`config.mk`:
```
export PLATFORM = sky130hd
export DESIGN_NAME = xge_tx_xgmii_framer
export DESIGN_NICKNAME = d
export VERILOG_FILES = /design/src/rtl/xge_tx_xgmii_framer.sv
export SDC_FILE = /design/constraint.sdc
export NUM_CORES = 1
export LEC_CHECK = 0
export ABC_CLOCK_PERIOD_IN_PS = 4650
export BUFFER_PORTS_ARGS = -buffer_cell sky130_fd_sc_hd__buf_2
export CAP_MARGIN = 20
export CORE_MARGIN = 2
export CORE_UTILIZATION = 50
export DETAILED_ROUTE_END_ITERATION = 16
export PLACE_DENSITY_LB_ADDON = 0.08
export SETUP_SLACK_MARGIN = 0.2
export SLEW_MARGIN = 25
export SYNTH_ARGS = -nofsm -noshare
export SYNTH_HDL_FRONTEND = slang
export SYNTH_SLANG_ARGS = --single-unit
```
`constraint.sdc`:
```
create_clock -name clk_156 -period 4.65 [get_ports clk_156]
set_input_delay 0.2325 -clock clk_156 [delete_from_list [all_inputs] [get_ports clk_156]]
set_output_delay 0.2325 -clock clk_156 [all_outputs]
set_load 0.02 [all_outputs]
```
`src/rtl/xge_tx_xgmii_framer.sv`:
```
// Framer for 10GbE transmit: pops packet words from a FWFT FIFO and emits XGMII words
// with start, terminate, error and idle control characters, plus per-frame status pulses.
module xge_tx_xgmii_framer #(
   parameter int MIN_LEN   = 64,
   parameter int MAX_LEN   = 1518,
   parameter int IPG_WORDS = 1
) (
   input  logic        clk_156,
   input  logic        rst_156,
   input  logic        tx_enable,
   input  logic [63:0] fifo_rdata,
   input  logic        fifo_rsop,
   input  logic        fifo_reop,
   input  logic [2:0]  fifo_rmod,
   input  logic        fifo_empty,
   output logic        fifo_read,
   output logic [63:0] xgmii_txd,
   output logic [7:0]  xgmii_txc,
   output logic        pkt_done,
   output logic [15:0] pkt_len,
   output logic [15:0] etherType,
   output logic        err_underflow,
   output logic        err_oversize,
   output logic        err_undersize,
   output logic        err_sop,
   output logic [2:0]  state_dbg
);

   localparam logic [63:0] IDLE_W  = 64'h0707070707070707;
   localparam logic [63:0] START_W = 64'hD5555555555555FB;
   localparam logic [63:0] ERR_W   = 64'hFEFEFEFEFEFEFEFE;
   localparam logic [63:0] TERM_W  = 64'h07070707070707FD;

   typedef enum logic [2:0] {
      S_IDLE, S_PREAMBLE, S_DATA, S_TERM, S_IPG, S_DRAIN
   } state_t;

   state_t      state, nxt_state;
   logic [15:0] byte_cnt, nxt_cnt;
   logic [1:0]  word_idx, nxt_widx;
   logic [3:0]  ipg_cnt, nxt_ipg;
   logic [63:0] nxt_txd;
   logic [7:0]  nxt_txc;
   logic        nxt_done, nxt_under, nxt_over, nxt_unds, nxt_sop;
   logic [15:0] nxt_len, nxt_et;
   logic        rd;
   logic [3:0]  add;
   logic [16:0] sum;
   logic [15:0] new_cnt;

   assign state_dbg = state;
   assign fifo_read = rd && !rst_156;

   // Bytes contributed by the head word; the count saturates rather than wrapping.
   assign add     = (fifo_reop && fifo_rmod != 3'd0) ? {1'b0, fifo_rmod} : 4'd8;
   assign sum     = {1'b0, byte_cnt} + {13'd0, add};
   assign new_cnt = sum[16] ? 16'hFFFF : sum[15:0];

   always_comb begin
      nxt_state = state;
      nxt_cnt   = byte_cnt;
      nxt_widx  = word_idx;
      nxt_ipg   = ipg_cnt;
      nxt_txd   = IDLE_W;
      nxt_txc   = 8'hFF;
      nxt_done  = 1'b0;
      nxt_under = 1'b0;
      nxt_over  = 1'b0;
      nxt_unds  = 1'b0;
      nxt_sop   = 1'b0;
      nxt_len   = pkt_len;
      nxt_et    = etherType;
      rd        = 1'b0;
      case (state)
         S_IDLE: begin
            if (!fifo_empty) begin
               if (!fifo_rsop) begin
                  rd      = 1'b1;
                  nxt_sop = 1'b1;
               end else if (tx_enable) begin
                  nxt_state = S_PREAMBLE;
               end
            end
         end
         S_PREAMBLE: begin
            nxt_txd   = START_W;
            nxt_txc   = 8'h01;
            nxt_cnt   = 16'd0;
            nxt_widx  = 2'd0;
            nxt_state = S_DATA;
         end
         S_DATA: begin
            if (fifo_empty) begin
               nxt_txd   = ERR_W;
               nxt_done  = 1'b1;
               nxt_under = 1'b1;
               nxt_len   = byte_cnt;
               nxt_ipg   = 4'd0;
               nxt_state = S_IPG;
            end else begin
               rd      = 1'b1;
               nxt_cnt = new_cnt;
               if (word_idx == 2'd1) nxt_et = {fifo_rdata[39:32], fifo_rdata[47:40]};
               if (word_idx != 2'd2) nxt_widx = word_idx + 2'd1;
               if (new_cnt > 16'(MAX_LEN)) begin
                  nxt_txd   = ERR_W;
                  nxt_done  = 1'b1;
                  nxt_over  = 1'b1;
                  nxt_len   = new_cnt;
                  nxt_ipg   = 4'd0;
                  nxt_state = fifo_reop ? S_IPG : S_DRAIN;
               end else if (!fifo_reop || fifo_rmod == 3'd0) begin
                  nxt_txd = fifo_rdata;
                  nxt_txc = 8'h00;
                  if (fifo_reop) nxt_state = S_TERM;
               end else begin
                  // Partial last word: terminate lands in lane rmod, idles above it.
                  for (int i = 0; i < 8; i++) begin
                     if (i < int'(fifo_rmod)) begin
                        nxt_txd[i*8 +: 8] = fifo_rdata[i*8 +: 8];
                        nxt_txc[i]        = 1'b0;
                     end else if (i == int'(fifo_rmod)) begin
                        nxt_txd[i*8 +: 8] = 8'hFD;
                     end
                  end
                  nxt_done  = 1'b1;
                  nxt_len   = new_cnt;
                  nxt_unds  = new_cnt < 16'(MIN_LEN);
                  nxt_ipg   = 4'd0;
                  nxt_state = S_IPG;
               end
            end
         end
         S_TERM: begin
            nxt_txd   = TERM_W;
            nxt_done  = 1'b1;
            nxt_len   = byte_cnt;
            nxt_unds  = byte_cnt < 16'(MIN_LEN);
            nxt_ipg   = 4'd0;
            nxt_state = S_IPG;
         end
         S_IPG: begin
            // On the last gap word a waiting SOP starts directly, so the gap is exactly IPG_WORDS.
            if (ipg_cnt == 4'(IPG_WORDS - 1)) begin
               if (!fifo_empty && fifo_rsop && tx_enable) nxt_state = S_PREAMBLE;
               else                                        nxt_state = S_IDLE;
            end else begin
               nxt_ipg = ipg_cnt + 4'd1;
            end
         end
         S_DRAIN: begin
            if (!fifo_empty) begin
               rd = 1'b1;
               if (fifo_reop) begin
                  nxt_ipg   = 4'd0;
                  nxt_state = S_IPG;
               end
            end
         end
         default: nxt_state = S_IDLE;
      endcase
   end

   always_ff @(posedge clk_156) begin
      if (rst_156) begin
         state         <= S_IDLE;
         byte_cnt      <= 16'd0;
         word_idx      <= 2'd0;
         ipg_cnt       <= 4'd0;
         xgmii_txd     <= IDLE_W;
         xgmii_txc     <= 8'hFF;
         pkt_done      <= 1'b0;
         err_underflow <= 1'b0;
         err_oversize  <= 1'b0;
         err_undersize <= 1'b0;
         err_sop       <= 1'b0;
         pkt_len       <= 16'd0;
         etherType     <= 16'd0;
      end else begin
         state         <= nxt_state;
         byte_cnt      <= nxt_cnt;
         word_idx      <= nxt_widx;
         ipg_cnt       <= nxt_ipg;
         xgmii_txd     <= nxt_txd;
         xgmii_txc     <= nxt_txc;
         pkt_done      <= nxt_done;
         err_underflow <= nxt_under;
         err_oversize  <= nxt_over;
         err_undersize <= nxt_unds;
         err_sop       <= nxt_sop;
         pkt_len       <= nxt_len;
         etherType     <= nxt_et;
      end
   end

endmodule

```
==> impl_metrics.ini <==
[clock_tree]
numCtsBuffers = 17
root_buffer = clkbuf_16
numClockSinks = 134
clkTransAtPathRegs_ns = 0.06
cts.path.max_buffers = 2
htree_levels = 4
worst_skew_pair.late_latency_ns = 0.42
post_cts_resized = 0
cts_tree = built

[sta]
finalMaxSlewViolations = 0
setup_viol = 0
tightest_slew_ns = 0.981
hold_viol = 0
setup_tns_ns = 0
whs_ns = 0.0248
fin_skew_ns = 0.00539
max_freq_mhz = 281
slew_headroom_pct = 34.4
min_period_ns = 3.56
rsz0062_at_grt = no
period_share_pct = 76.5

[synthesis]
syn-cell-area_mm2 = 0.00620
ys_seq_area_share_pct = 43.2
synth_cell_types = 75
synth.yosys.warnings = 0
synthSimpleGateAreaFrac_pct = 20.9
synth_area_per_cell_um2 = 8.21
syn_nets = 839
ys_async_sr_fraction_pct = 0
synthMuxAreaShare_pct = 2.64
synth_top_family_by_area = compound AO/OA/AOI/OAI gates
synth_edf_count = 0
postSynthCellCount = 756
synth_compound_area_share_pct = 24.3
synth_flop_cell = dfxtp_1
synth_adder_area_share_pct = 2.52
synth-xor-area-share_pct = 1.27
synth.ff_latch_count = 134

[critical_path]
crit_fanout = 8
crit_path_top_delay_cell = a211oi_2
cp-end-kind = flop
start_kind = flop
worstPathCellList = ha_1 -> fa_1 -> a21o_1 -> maj3_1 -> a221o_1 -> a21oi_2 -> nand4_2 -> a211oi_2 -> nand2_2 -> o31a_1
critical_path_class = reg2reg
max_stage_delay_ns = 0.63
crit_required_ns = 4.95
cp.arrival_ns = 3.86

[drt]
ant_nets = 0
vias = 6388
first_iter_violations = 605
vias_per_cell = 5.83
post_drt_wl_per_cell_um = 18.1
dr.pass1.iters = 6
routed_wirelength_um = 19800
drc = 0

[place]
dp_hpwl_um = 14200
gp_congestion = 0.962
portBuffers = 185
dp_cells = 1063

[final_layout]
area_delta_synth_final_pct = 25.2
multiInputGateArea_mm2 = 0.00321
drive_above_1_share_pct = 27.7
fillers = 1081
n_antenna_cell = 0
fin_util_pct = 64.4
ff_latch_area_mm2 = 0.00268
layout.cells.non_filler = 1096
final_net_count = 998

[power_and_ir_drop]
p_clk_share_pct = 49.9
power.density_mw_per_mm2 = 357
p_int_mw = 2.11
p_switching_uw = 664
p_leak_nw = 3.25
switching_share_pct = 23.9
total_power_mw = 2.78
irDropWorstVdd_uv = 234
p_seq_share_pct = 42.2
power_frac_comb_pct = 7.9

[floorplanning]
fp-row-count = 40
start_util_pct = 51.4
io_pins = 186
die_w_um = 115
die_area_mm2 = 0.0133
die_height_um = 115
core_mm2 = 0.0121

[run_status]
status = completed

[global_routing]
track_usage_pct = 28.8
overflow = 0
grt_pass1_vias = 5735
grt_first_pass_wirelength_um = 29700
grt_max_degree = 66
grt_antenna_before_repair = 0

[run]
maxCapViolCount = 0

[worst_hold_path]
hold_class = in2reg
## final cells by class
class | instances | area share (%)
clock buffer | 22 | 5.97
sequential | 134 | 34.5
clock inverter | 10 | 1.84
multi-input combinational | 550 | 41.3
inverter | 18 | 0.870
tap | 168 | 2.71
timing repair buffer | 194 | 12.8
## through the flow
| stage | cell area, um2 | setup slack (ns) |
|---|---|---|
| final | 7770 | 1.09 |
| after global routing | 7770 | 0.923 |
| after CTS | 7760 | 1.15 |
| after detailed placement | 7150 | 0.777 |
| after global placement | 7150 | 0.907 |
| after floorplan | 6200 | 1.20 |
## what timing repair did
action | 4_1_cts | 5_1_grt
hold endpoints to repair | 1 | 0
hold buffers | 1 | 0
setup buffers | 0 | 0
## routing by layer
layer / global-route usage, % / vias to the layer above / wire length, um
met2: 46.8 / 339 / 9180
met5: 0 / - / 0
met3: 5.59 / 42 / 1710
li1: - / 3008 / -
met1: 37.7 / 2999 / 8430
met4: 11.7 / 0 / 527
## cell usage after synthesis (all sizes together) (3+ instances only)
cell | count | area (um2)
a2111oi | 5 | 50.0
a211o | 3 | 26.3
a211oi | 11 | 113
a21o | 10 | 75.1
a21oi | 86 | 434
a31oi | 15 | 93.8
and2 | 3 | 20.0
and3 | 6 | 37.5
and4 | 4 | 37.5
buf | 12 | 95.1
clkbuf | 42 | 158
dfxtp | 134 | 2680
ha | 9 | 113
inv | 16 | 60.1
mux2 | 3 | 33.8
mux2i | 13 | 130
nand2 | 114 | 433
nand2b | 3 | 18.8
nand3 | 23 | 128
nand4 | 11 | 90.1
nor2 | 80 | 315
nor3 | 16 | 80.1
nor4 | 6 | 37.5
o211ai | 7 | 57.6
o21a | 3 | 22.5
o21ai | 63 | 315
o31a | 3 | 35.0
o31ai | 7 | 66.3
o41a | 4 | 45.0
or3 | 3 | 18.8
xnor2 | 8 | 70.1
## placed cells by master (no fill, tap or decap), types with 10 or more instances in the layout
cell type and count:
nor3_1 15, nor2_1 74, a21o_1 10, buf_2 185
nand3_1 22, a31oi_1 15, inv_1 16, a21oi_1 85
o21ai_0 60, nand2_1 112, dfxtp_1 134, mux2i_1 13
clkbuf_16 17
## sequential cells by signal, indices dropped and copies added (netlist names)
signal,flops
byte_cnt,16
err_oversize,1
err_sop,1
err_underflow,1
err_undersize,1
etherType,16
ipg_cnt,4
pkt_done,1
pkt_len,16
state_dbg,3
word_idx,2
xgmii_txc,8
xgmii_txd,64
## final timing paths
path | from | end | slack (ns) | depth (start not counted)
worst min-delay path | fifo_rdata[11] | xgmii_txd[11]$_SDFF_PP0_ | 0.02 | 2
worst max-delay path | byte_cnt[0]$_SDFFE_PP0P_ | xgmii_txd[10]$_SDFF_PP1_ | 1.09 | 10
worst max register to register | byte_cnt[0]$_SDFFE_PP0P_ | xgmii_txd[10]$_SDFF_PP1_ | 1.09 | 10
worst min register to register | etherType[12]$_SDFFE_PP0P_ | etherType[12]$_SDFFE_PP0P_ | 0.45 | 2
## worst max-delay path, delay by kind of cell, from the launching register on
kind                       cells  cell delay, ns
adders and majority gates      3            1.03
AOI/OAI and AO/OA              5            1.67
and+or+nand+nor                2            0.41
DFF                            1            0.32
## power groups by stage
| stage | clock network [mW] | registers (mW) | logic, mW |
|---|---|---|---|
| after detailed placement | 0 | 1.20 | 0.214 |
| after CTS | 1.40 | 1.17 | 0.216 |
| final | 1.39 | 1.17 | 0.219 |
| after global routing | 1.45 | 1.17 | 0.235 |
| after floorplan | 0 | 1.22 | 0.108 |
| after global placement | 0 | 1.20 | 0.212 |
## cells by family (layout without fill, tap and decap cells)
kind of cell | after synthesis | count (layout)
mux | 16 | 16
flops | 134 | 134
fa+ha+maj | 12 | 12
buf+inv | 72 | 244
compound gates | 234 | 234
simple gates | 279 | 279
xor+xnor | 9 | 9
(Power assumes the default switching activity.)
